[src/rtl/tlc_vehicle_sensor.sv]
// -----------------------------------------------------------------------------
// tlc_vehicle_sensor
//
// Front end for the country-road vehicle detector of the traffic light
// controller. The raw loop-detector signal is synchronised (two flops) and
// debounced. The result drives the controller's car-present request x. The
// controller's country-road light (ctrd) is watched to find out when a pending
// request has been served. The block also reports how long the current request
// has been waiting.
//
// Parameters
//   DEBOUNCE_CYCLES : consecutive identical synced samples needed to change the
//                     filtered presence (>= 1)
//   CNT_W           : width of wait_cnt; the count saturates at all-ones
//
// Ports
//   clk       in   1      system clock, rising edge
//   clr       in   1      synchronous active-high reset
//   loop_raw  in   1      raw loop-detector output (asynchronous, may glitch)
//   ctrd      in   2      country-road light: 0 RED, 1 YELLOW, 2 GREEN, 3 illegal
//   x         out  1      registered car-present request to the controller
//   served    out  1      one-cycle pulse when a pending request first sees GREEN
//   wait_cnt  out  CNT_W  cycles spent waiting in REQ, saturating
// -----------------------------------------------------------------------------
module tlc_vehicle_sensor #(
  parameter int DEBOUNCE_CYCLES = 4,
  parameter int CNT_W           = 4
) (
  input  logic             clk,
  input  logic             clr,
  input  logic             loop_raw,
  input  logic [1:0]       ctrd,
  output logic             x,
  output logic             served,
  output logic [CNT_W-1:0] wait_cnt
);

  // The debounce counter only has to hold 0 .. DEBOUNCE_CYCLES-1. On the edge
  // where it would reach DEBOUNCE_CYCLES, filt takes the new value instead.
  localparam int DB_W = (DEBOUNCE_CYCLES > 1) ? $clog2(DEBOUNCE_CYCLES) : 1;
  localparam logic [DB_W-1:0]  DB_LAST  = DB_W'(DEBOUNCE_CYCLES - 1);
  localparam logic [CNT_W-1:0] CNT_MAX  = {CNT_W{1'b1}};
  localparam logic [CNT_W-1:0] CNT_ZERO = {CNT_W{1'b0}};

  localparam logic [1:0] LIGHT_RED   = 2'd0;
  localparam logic [1:0] LIGHT_GREEN = 2'd2;

  typedef enum logic [1:0] {
    ST_IDLE  = 2'd0,
    ST_REQ   = 2'd1,
    ST_SERVE = 2'd2
  } state_t;

  logic            s1_r;
  logic            s2_r;
  logic [DB_W-1:0] db_cnt_r;
  logic            filt_r;

  state_t          state_r;
  state_t          state_nxt_s;

  logic             x_r;
  logic             served_r;
  logic [CNT_W-1:0] wait_cnt_r;
  logic             x_nxt_s;
  logic             served_nxt_s;
  logic [CNT_W-1:0] wait_cnt_nxt_s;

  logic is_green_s;
  logic is_red_s;

  // The illegal code 2'b11 matches neither GREEN nor RED, so it never causes a transition.
  assign is_green_s = (ctrd == LIGHT_GREEN);
  assign is_red_s   = (ctrd == LIGHT_RED);

  // Two-flop synchroniser for the asynchronous loop input.
  always_ff @(posedge clk) begin
    if (clr) begin
      s1_r <= 1'b0;
      s2_r <= 1'b0;
    end else begin
      s1_r <= loop_raw;
      s2_r <= s1_r;
    end
  end

  // Debounce: filt follows s2 only after DEBOUNCE_CYCLES consecutive disagreeing samples.
  always_ff @(posedge clk) begin
    if (clr) begin
      db_cnt_r <= {DB_W{1'b0}};
      filt_r   <= 1'b0;
    end else if (s2_r == filt_r) begin
      db_cnt_r <= {DB_W{1'b0}};
      filt_r   <= filt_r;
    end else if (db_cnt_r == DB_LAST) begin
      db_cnt_r <= {DB_W{1'b0}};
      filt_r   <= s2_r;
    end else begin
      db_cnt_r <= db_cnt_r + DB_W'(1);
      filt_r   <= filt_r;
    end
  end

  // State register together with the registered outputs.
  always_ff @(posedge clk) begin
    if (clr) begin
      state_r    <= ST_IDLE;
      x_r        <= 1'b0;
      served_r   <= 1'b0;
      wait_cnt_r <= CNT_ZERO;
    end else begin
      state_r    <= state_nxt_s;
      x_r        <= x_nxt_s;
      served_r   <= served_nxt_s;
      wait_cnt_r <= wait_cnt_nxt_s;
    end
  end

  // Next-state logic. Once REQ is reached, the request stays latched until GREEN is seen.
  always_comb begin
    state_nxt_s = state_r;
    case (state_r)
      ST_IDLE: begin
        if (filt_r) begin
          state_nxt_s = ST_REQ;
        end else begin
          state_nxt_s = ST_IDLE;
        end
      end
      ST_REQ: begin
        if (is_green_s) begin
          state_nxt_s = ST_SERVE;
        end else begin
          state_nxt_s = ST_REQ;
        end
      end
      ST_SERVE: begin
        if (is_red_s && filt_r) begin
          state_nxt_s = ST_REQ;
        end else if (is_red_s) begin
          state_nxt_s = ST_IDLE;
        end else begin
          state_nxt_s = ST_SERVE;
        end
      end
      default: begin
        state_nxt_s = ST_IDLE;
      end
    endcase
  end

  // Output logic: next values of x, served and wait_cnt, based on the transition being taken.
  always_comb begin
    x_nxt_s        = 1'b0;
    served_nxt_s   = 1'b0;
    wait_cnt_nxt_s = wait_cnt_r;

    // In SERVE, x follows filt so green is extended while cars keep arriving.
    case (state_nxt_s)
      ST_IDLE:  x_nxt_s = 1'b0;
      ST_REQ:   x_nxt_s = 1'b1;
      ST_SERVE: x_nxt_s = filt_r;
      default:  x_nxt_s = 1'b0;
    endcase

    if ((state_r == ST_REQ) && (state_nxt_s == ST_SERVE)) begin
      served_nxt_s = 1'b1;
    end else begin
      served_nxt_s = 1'b0;
    end

    // A new request restarts the count. Every cycle spent in REQ counts, including the
    // one that leaves it. In IDLE and SERVE the count holds so it can be read after service.
    if ((state_r != ST_REQ) && (state_nxt_s == ST_REQ)) begin
      wait_cnt_nxt_s = CNT_ZERO;
    end else if ((state_r == ST_REQ) && (wait_cnt_r != CNT_MAX)) begin
      wait_cnt_nxt_s = wait_cnt_r + CNT_W'(1);
    end else begin
      wait_cnt_nxt_s = wait_cnt_r;
    end
  end

  assign x        = x_r;
  assign served   = served_r;
  assign wait_cnt = wait_cnt_r;

endmodule
[config.mk]
export PLATFORM = sky130hd
export DESIGN_NAME = tlc_vehicle_sensor
export DESIGN_NICKNAME = d
export VERILOG_FILES = /design/src/rtl/tlc_vehicle_sensor.sv
export SDC_FILE = /design/constraint.sdc
export NUM_CORES = 1
export LEC_CHECK = 0
export CAP_MARGIN = 20
export CORE_MARGIN = 3
export CORE_UTILIZATION = 35
export CTS_CLUSTER_SIZE = 20
export DETAILED_ROUTE_END_ITERATION = 12
export SKIP_LAST_GASP = 1
export SYNTH_ARGS = -nofsm -noshare
export SYNTH_HDL_FRONTEND = slang
export SYNTH_SLANG_ARGS = --single-unit
[constraint.sdc]
create_clock -name clk -period 4.6 [get_ports clk]
set_clock_uncertainty 0.1 [all_clocks]
set_input_delay 0.92 -clock clk [delete_from_list [all_inputs] [get_ports clk]]
set_output_delay 0.92 -clock clk [all_outputs]
set_load 0.005 [all_outputs]
==> results of run 1 <==
==> worst max-delay path by stage <==
stage | endpoint | start | slack [ns]
2_1_floorplan | wait_cnt[3] | ctrd[0] | 2.56
3_3_place_gp | wait_cnt[3] | ctrd[0] | 1.93
3_5_place_dp | wait_cnt[3] | ctrd[0] | 1.91
4_1_cts | wait_cnt[3] | ctrd[0] | 2.19
5_1_grt | wait_cnt[3] | ctrd[0] | 2.09
6_report | wait_cnt[3] | ctrd[0] | 2.20
==> synth_stat cells (2+ instances only) <==
master / number / area share
nor2b_1: 2 / 0.022
or3_1: 2 / 0.022
nor3b_1: 2 / 0.026
dfxtp_1: 13 / 0.45
ha_1: 4 / 0.086
a21oi_1: 2 / 0.017
nand3b_1: 3 / 0.039
nor2_1: 5 / 0.032
inv_1: 4 / 0.026
nor3_1: 4 / 0.034
nand3_1: 3 / 0.026
a31oi_1: 2 / 0.022
and2b_1: 2 / 0.026
==> routing by layer <==
layer / track usage / vias up / share of wire
met1: 0.144 / 213 / 0.48
met3: 0.0613 / 0 / 0.056
li1: - / 243 / -
met2: 0.173 / 16 / 0.46
met5: 0 / - / 0
met4: 0.0497 / 0 / 0
==> cell type report <==
type | count | area (µm²) | area share
multi-input combinational | 44 | 303 | 0.418
sequential | 13 | 260 | 0.359
inverter | 4 | 15.0 | 0.0207
tap | 16 | 20.0 | 0.0276
clock buffer | 4 | 26.3 | 0.0363
timing repair buffer | 10 | 100 | 0.138
==> flip-flops by register name, indices dropped and copies added, names as in the netlist <==
register  cells
db_cnt_r      2
wait_cnt      4
s2_r          1
x             1
served        1
s1_r          1
filt_r        1
state_r       2
==> worst max-delay path: cells and delay by family <==
family / cells / cell delay, ns
AND/OR/NAND/NOR: 1 / 0.18
buffers and inverters: 2 / 0.59
AO/OA/AOI/OAI: 3 / 0.56
adder cells (fa/ha/maj): 1 / 0.24
==> where the power goes <==
| part | switching [mW] | internal, mW |
|---|---|---|
| sequential | 0.000421 | 0.113 |
| combinational | 0.00296 | 0.00470 |
| clock | 0.0342 | 0.0335 |
==> placed cells by master, fill, tap and decap left out <==
cell             netlist  final
ha_1                   4      4
or3_1                  2      2
nor3_1                 4      4
nand2b_4               1      1
a21o_1                 1      1
mux2i_1                1      1
nand3b_1               3      3
clkbuf_1               1      1
clkbuf_4               0      3
nor4b_1                1      1
dfxtp_1               13     13
nor2b_1                2      2
or2_2                  1      1
and3_1                 1      1
clkdlybuf4s50_1        0     10
xnor2_1                1      1
nor3b_1                2      2
inv_1                  4      4
a32oi_1                1      1
a41oi_1                1      1
a21oi_1                2      2
o21ai_1                1      1
nand2b_1               1      1
a31oi_1                2      2
nand2_1                1      1
o21ai_0                1      1
and2b_1                2      2
nand3_1                3      3
nor2_1                 5      5
==> stage by stage <==
| stage | hold WS (ns) | utilization | instance area, µm² | power [mW] | setup slack (ns) |
|---|---|---|---|---|---|
| 6_report | 0.319 | 0.470 | 724 | 0.189 | 2.20 |
| 5_1_grt | 0.337 | 0.470 | 724 | 0.199 | 2.09 |
| 4_1_cts | 0.323 | 0.470 | 724 | 0.194 | 2.19 |
| 3_5_place_dp | 0.312 | 0.453 | 698 | 0.124 | 1.91 |
| 3_3_place_gp | 0.314 | 0.453 | 698 | 0.124 | 1.93 |
| 2_1_floorplan | 0.297 | - | 582 | 0.120 | 2.56 |
==> cell families (layout without fill, tap and decap cells) <==
family          after synthesis  count (layout)  share of synthesized area
fa+ha+maj                     4               4                     0.0860
simple gates                 29              29                      0.303
compound gates                9               9                     0.0989
buf+inv                       5              18                     0.0322
mux                           1               1                     0.0172
flops                        13              13                      0.447
xor+xnor                      1               1                     0.0151
==> results.sh, run 1 <==
export IMPL_status="finished clean"
export IMPL_wl_per_cell_um=11.3
export IMPL_avgViaCountPerCell=5.19
export IMPL_powerDensity_nw_per_um2=261
export IMPL_grt_ovfl_total=0
export IMPL_worstSetupEndpointType="flop"
export IMPL_drc=0
export IMPL_syn_nets=71
export IMPL_reg2reg_slack_ns=2.82
export IMPL_hp_start="db_cnt_r[0]"
export IMPL_htree_levels=1
export IMPL_maxCapViolations=0
export IMPL_insertion_delay_ns=0.27
export IMPL_p_leak_nw=0.277
export IMPL_io_pins=11
export IMPL_antenna_left=0
export IMPL_hp_class="flop to flop"
export IMPL_clock_root_buffer="clkbuf_4"
export IMPL_whs_path_depth=1
export IMPL_stdcell_count=91
export IMPL_synthDistinctLibCells=27
export IMPL_critPathLaunchType="primary input"
export IMPL_die_h_um=46.8
export IMPL_cts_tree="built"
export IMPL_area_growth_pct=24.5
export IMPL_ys_seq_elements=13
export IMPL_die_area_um2=2190
export IMPL_cts_buffers=3
export IMPL_rr_startpoint="state_r[1]"
export IMPL_syn_area_per_cell_um2=9.38
export IMPL_finalCritPeriodShare=0.522
export IMPL_yosysWarnings=0
export IMPL_cp_arrival_ns=2.49
export IMPL_worst_path_max_fanout=4
export IMPL_final_layout_size_suffix_gt1_frac=0.0667
export IMPL_finalMaxSlewViolations=0
export IMPL_track_usage=0.118
export IMPL_diodes=0
export IMPL_path_class="primary input to flop"
export IMPL_dr_total_vias=472
export IMPL_portBuffers=10
export IMPL_max_stage_delay_ns=0.51
export IMPL_holdPathEnd="db_cnt_r[0]"
export IMPL_worstMarginPinSlew_ns=0.390
export IMPL_place_hpwl_um=727
export IMPL_synth_edff_count=0
export IMPL_grt_max_degree=12
export IMPL_first_pass_iters=4
export IMPL_final_nets=85
export IMPL_async_reset_ff_frac=0
export IMPL_clockBufferDepth=2
export IMPL_cts_resized=0
export IMPL_clk_pin_slew_ns=0.08
export IMPL_r2r_cells=6
export IMPL_gp_congestion=0.722
export IMPL_crit_slowest_cell="clkdlybuf4s50_1"
export IMPL_hold_viol_final=0
export IMPL_fin_crit_ns=2.40
export IMPL_antenna_found_initial=0
export IMPL_cts_setup_buffers=0
export IMPL_grt_setup_unrepaired="false"
export IMPL_cp_cell_sequence="clkdlybuf4s50_1, o21ai_0, a32oi_1, inv_1, ha_1, a21o_1, nor3_1"
export IMPL_dp_cells=87
export IMPL_synth_cells=62
export IMPL_rows=14
export IMPL_hold_buffers=0
export IMPL_r2r_end="wait_cnt[3]"
export IMPL_post_synth_instance_area_um2=582
export IMPL_wirelength_um=1030
export IMPL_clock_sinks=13
export IMPL_max_slew_margin=0.739
export IMPL_fp_dieW_um=46.8
export IMPL_yosys_most_used_dff="dfxtp_1"
export IMPL_first_global_vias=454
export IMPL_ir_worst_vdd_v=0.000164
export IMPL_ys_seq_area_frac=0.447
export IMPL_floorplan_initialDensity=0.377
export IMPL_setup_viol=0
export IMPL_nFillCells=155
export IMPL_fmax_mhz=416
export IMPL_fin_tns_setup_ns=0
export IMPL_coreArea_um2=1540
export IMPL_cp_required_ns=4.69
export IMPL_grt_pass1_wl_um=1810
export IMPL_drt_iter0_markers=5
Power figures use the tool's default switching activity.
==> inputs of run 2 (changes only) <==
==> constraint.sdc (replaced) <==
create_clock -name clk -period 2.15 [get_ports clk]
set_clock_uncertainty 0.1 [all_clocks]
set_input_delay 0.43 -clock clk [delete_from_list [all_inputs] [get_ports clk]]
set_output_delay 0.43 -clock clk [all_outputs]
set_load 0.005 [all_outputs]
==> run 2 against run 1 <==
  * Register-to-register slack got worse by 2.4 ns
  * Die area stayed put
  * Combinational power is 140% higher
  * Clock power up 130%
  * Worst hold slack improved by 0.00068 ns
  * Setup slack worse by 1.9 ns
  * Critical path type unchanged
  * Largest power group unchanged
  * Highest routed layer is now met4
==> results.sh, run 2 (synthesis results as in run 1) <==
export IMPL_reg2reg_slack_ns=0.44
export IMPL_portBuffers=10
export IMPL_dp_cells=89
export IMPL_coreArea_um2=1540
export IMPL_finalMaxSlewViolations=0
export IMPL_nFillCells=164
export IMPL_dr_total_vias=490
export IMPL_max_stage_delay_ns=0.50
export IMPL_crit_slowest_cell="clkdlybuf4s50_1"
export IMPL_mostFrequentLayoutCells="dfxtp_1, clkdlybuf4s50_1, nor2_1"
export IMPL_whs_path_depth=1
export IMPL_largest_reg_flops=4
export IMPL_maxCapViolations=0
export IMPL_avgViaCountPerCell=5.27
export IMPL_rows=14
export IMPL_p_total_uw=416
export IMPL_worstMarginPinSlew_ns=0.252
export IMPL_fin_crit_ns=1.82
export IMPL_floorplan_initialDensity=0.377
export IMPL_cp_cell_sequence="clkdlybuf4s50_1, o21ai_0, a32oi_1, inv_1, ha_1, a21o_1, nor3_1"
export IMPL_drc=0
export IMPL_clockBufferDepth=2
export IMPL_wirelength_um=1080
export IMPL_p_leak_nw=0.288
export IMPL_worstSetupEndpointType="flop"
export IMPL_grt_pass1_wl_um=1840
export IMPL_hold_viol_final=0
export IMPL_place_hpwl_um=777
export IMPL_setup_viol=0
export IMPL_hp_class="flop to flop"
export IMPL_final_nets=87
export IMPL_worst_path_max_fanout=4
export IMPL_seqCellArea_um2=260
export IMPL_final_common_cell="dfxtp_1"
export IMPL_final_layout_size_suffix_gt1_frac=0.104
export IMPL_track_usage=0.123
export IMPL_hold_buffers=0
export IMPL_holdPathEnd="db_cnt_r[0]"
export IMPL_clock_sinks=13
export IMPL_first_global_vias=450
export IMPL_path_class="primary input to flop"
export IMPL_antenna_found_initial=0
export IMPL_cts_buffers=3
export IMPL_fin_tns_setup_ns=0
export IMPL_htree_levels=1
export IMPL_wl_per_cell_um=11.6
export IMPL_clk_pin_slew_ns=0.09
export IMPL_cts_tree="built"
export IMPL_cp_arrival_ns=1.93
export IMPL_antenna_left=0
export IMPL_diodes=0
export IMPL_rr_startpoint="state_r[1]"
export IMPL_cts_resized=0
export IMPL_gp_congestion=0.734
export IMPL_area_growth_pct=27.3
export IMPL_hp_start="db_cnt_r[0]"
export IMPL_cp_required_ns=2.26
export IMPL_final_core_util=0.481
export IMPL_die_h_um=46.8
export IMPL_grt_ovfl_total=0
export IMPL_clock_root_buffer="clkbuf_4"
export IMPL_ir_worst_vdd_v=0.000316
export IMPL_critPathLaunchType="primary input"
export IMPL_first_pass_iters=4
export IMPL_grt_max_degree=10
export IMPL_r2r_cells=6
export IMPL_status="finished clean"
export IMPL_stdcell_count=93
export IMPL_grt_setup_unrepaired="false"
export IMPL_drt_iter0_markers=12
export IMPL_cts_setup_buffers=0
export IMPL_io_pins=11
export IMPL_r2r_end="wait_cnt[3]"
export IMPL_fp_dieW_um=46.8
export IMPL_die_area_um2=2190
export IMPL_max_slew_margin=0.830
export IMPL_fmax_mhz=549
export IMPL_finalCritPeriodShare=0.847
export IMPL_insertion_delay_ns=0.28
export IMPL_multi_input_area_um2=303
export IMPL_powerDensity_nw_per_um2=562
export IMPL_fin_hold_ws_ns=0.320
==> run 2: worst max path at each step <==
stage / end / start / slack, ns
3_5_place_dp: wait_cnt[3] / ctrd[0] / 0.04
3_3_place_gp: wait_cnt[2] / ctrd[1] / 0.05
4_1_cts: wait_cnt[2] / ctrd[1] / 0.33
6_report: wait_cnt[3] / ctrd[1] / 0.33
5_1_grt: wait_cnt[2] / ctrd[0] / 0.22
2_1_floorplan: wait_cnt[3] / state_r[1] / 0.57
==> run 2: cell type report <==
class / instances / area share
multi-input combinational: 44 / 0.409
sequential: 13 / 0.351
timing repair buffer: 12 / 0.155
clock buffer: 3 / 0.0304
tap: 16 / 0.0270
inverter: 4 / 0.0203
clock inverter: 1 / 0.00676
==> run 2: report_power, final <==
| group | internal [mW] | switching, mW |
|---|---|---|
| clock network | 0.0689 | 0.0856 |
| logic | 0.0112 | 0.00690 |
| registers | 0.243 | 0.000843 |
==> run 2: metrics by stage <==
| step | setup slack (ns) | instance area (µm²) |
|---|---|---|
| 2_1_floorplan | 0.572 | 582 |
| 3_3_place_gp | 0.0470 | 713 |
| 3_5_place_dp | 0.0381 | 713 |
| 4_1_cts | 0.335 | 741 |
| 5_1_grt | 0.225 | 741 |
| 6_report | 0.328 | 741 |
==> run 2: metal layers <==
layer | routed length (µm) | track usage | vias up | part of all wire
met5 | 0 | 0 | - | 0
met4 | 29 | 0.0829 | 0 | 0.027
met3 | 46 | 0.0345 | 4 | 0.043
met2 | 480 | 0.165 | 12 | 0.44
met1 | 524 | 0.169 | 225 | 0.48
li1 | - | - | 249 | -
==> run 2: critical path: cells and delay by family <==
kind                       cells  cell delay [ns]
buffers and inverters          2             0.57
AOI/OAI and AO/OA              3             0.53
adders and majority gates      1             0.24
and+or+nand+nor                1             0.17
==> inputs of run 3 (changes only) <==
==> constraint.sdc (replaced) <==
create_clock -name clk -period 1.85 [get_ports clk]
set_clock_uncertainty 0.1 [all_clocks]
set_input_delay 0.37 -clock clk [delete_from_list [all_inputs] [get_ports clk]]
set_output_delay 0.37 -clock clk [all_outputs]
set_load 0.005 [all_outputs]
==> run 3 against run 2 <==
  * Global-route usage is 0.33 points lower
  * Worst hold slack better by 0.0013 ns
  * First-iteration DRC count is 42% lower
  * Flip-flop and latch count stayed put
  * Non-clock buffer count is 1 higher
==> results.sh, run 3 (synthesis results as in run 1) <==
export IMPL_r2r_cells=6
export IMPL_final_common_cell="dfxtp_1"
export IMPL_maxCapViolations=0
export IMPL_final_nets=88
export IMPL_stdcell_count=94
export IMPL_fp_dieW_um=46.8
export IMPL_clk_pin_slew_ns=0.08
export IMPL_cp_required_ns=1.95
export IMPL_holdPathEnd="db_cnt_r[0]"
export IMPL_mostFrequentLayoutCells="dfxtp_1, clkdlybuf4s50_1, nor2_1, inv_1, ha_1"
export IMPL_floorplan_initialDensity=0.377
export IMPL_cp_arrival_ns=1.87
export IMPL_largest_reg_flops=4
export IMPL_antenna_found_initial=0
export IMPL_coreArea_um2=1540
export IMPL_ir_worst_vdd_v=0.000361
export IMPL_clock_sinks=13
export IMPL_worstSetupEndpointType="flop"
export IMPL_die_h_um=46.8
export IMPL_clockBufferDepth=2
export IMPL_r2r_end="wait_cnt[2]"
export IMPL_worst_path_max_fanout=4
export IMPL_first_global_vias=439
export IMPL_drt_iter0_markers=7
export IMPL_status="finished clean"
export IMPL_max_slew_margin=0.754
export IMPL_clock_root_buffer="clkbuf_4"
export IMPL_whs_path_depth=1
export IMPL_avgViaCountPerCell=5.07
export IMPL_rr_startpoint="state_r[1]"
export IMPL_final_layout_size_suffix_gt1_frac=0.128
export IMPL_critPathLaunchType="primary input"
export IMPL_finalCritPeriodShare=0.955
export IMPL_io_pins=11
export IMPL_place_hpwl_um=758
export IMPL_drc=0
export IMPL_fmax_mhz=566
export IMPL_powerDensity_nw_per_um2=641
export IMPL_hold_viol_final=0
export IMPL_diodes=0
export IMPL_rows=14
export IMPL_htree_levels=1
export IMPL_insertion_delay_ns=0.28
export IMPL_wl_per_cell_um=11.5
export IMPL_grt_ovfl_total=0
export IMPL_die_area_um2=2190
export IMPL_grt_pass1_wl_um=1900
export IMPL_first_pass_iters=4
export IMPL_cts_setup_buffers=0
export IMPL_worstMarginPinSlew_ns=0.364
export IMPL_reg2reg_slack_ns=0.14
export IMPL_gp_congestion=0.704
export IMPL_area_growth_pct=29.5
export IMPL_cts_tree="built"
export IMPL_p_total_uw=483
export IMPL_hold_buffers=0
export IMPL_path_class="primary input to flop"
export IMPL_track_usage=0.120
export IMPL_hp_class="flop to flop"
export IMPL_antenna_left=0
export IMPL_grt_max_degree=9
export IMPL_fin_tns_setup_ns=0
export IMPL_dr_total_vias=477
export IMPL_dp_cells=90
export IMPL_grt_setup_unrepaired="false"
export IMPL_place_area_um2=721
export IMPL_cts_resized=0
export IMPL_finalMaxSlewViolations=0
export IMPL_cts_buffers=3
export IMPL_hp_start="db_cnt_r[0]"
export IMPL_portBuffers=10
export IMPL_wirelength_um=1080
export IMPL_fin_area_um2=753
export IMPL_setup_viol=0
export IMPL_fin_crit_ns=1.77
export IMPL_p_leak_nw=0.293
export IMPL_fin_hold_ws_ns=0.321
run 3: cell count changes in the layout (fill, tap and decap cells not counted), sizes merged:
cell	change
buf	+1
run 3: layout make-up:
class                      count  area, µm²
clock buffer                   3       22.5
clock inverter                 1       5.00
tap                           16       20.0
sequential                    13        260
inverter                       4       15.0
multi-input combinational     44        308
fill                         157        788
timing repair buffer          13        123
run 3: where the power goes:
group	switching [mW]	leakage, nW	internal (mW)
registers	0.00107	0.105	0.282
logic	0.00808	0.170	0.0131
clock network	0.0982	0.0177	0.0801
total	0.107	0.293	0.375
run 3: worst max-delay path, cell delays in order:
cell and delay [ns]:
clkdlybuf4s50_1 0.50, o21ai_0 0.09, a32oi_1 0.24, inv_1 0.07, ha_1 0.23, a21o_1 0.19
nor3_1 0.18
run 3: per-layer routing:
| layer | part of all wire | track usage | wire, µm |
|---|---|---|---|
| met3 | 0.069 | 0.0498 | 75 |
| met4 | 0 | 0.0331 | 0 |
| met1 | 0.54 | 0.178 | 580 |
| met2 | 0.39 | 0.157 | 424 |
| met5 | 0 | 0 | 0 |
run 3: per-stage QoR:
step,setup slack (ns),util
after CTS,0.0884,0.485
after floorplan,0.272,-
after detailed placement,-0.179,0.468
after global routing,0.000652,0.489
after global placement,-0.186,0.468
final,0.0828,0.489
run 3: worst max-delay path by stage:
stage / startpoint / endpoint / slack [ns] / cells after the start
floorplan: state_r[1] / wait_cnt[3] / 0.27 / 6
global placement: ctrd[0] / wait_cnt[3] / -0.19 / 7
detailed placement: ctrd[0] / wait_cnt[2] / -0.18 / 7
CTS: wait_cnt[0] / wait_cnt[0] / 0.09 / 1
global route: wait_cnt[0] / wait_cnt[0] / 0.0007 / 1
finish: ctrd[0] / wait_cnt[2] / 0.08 / 7
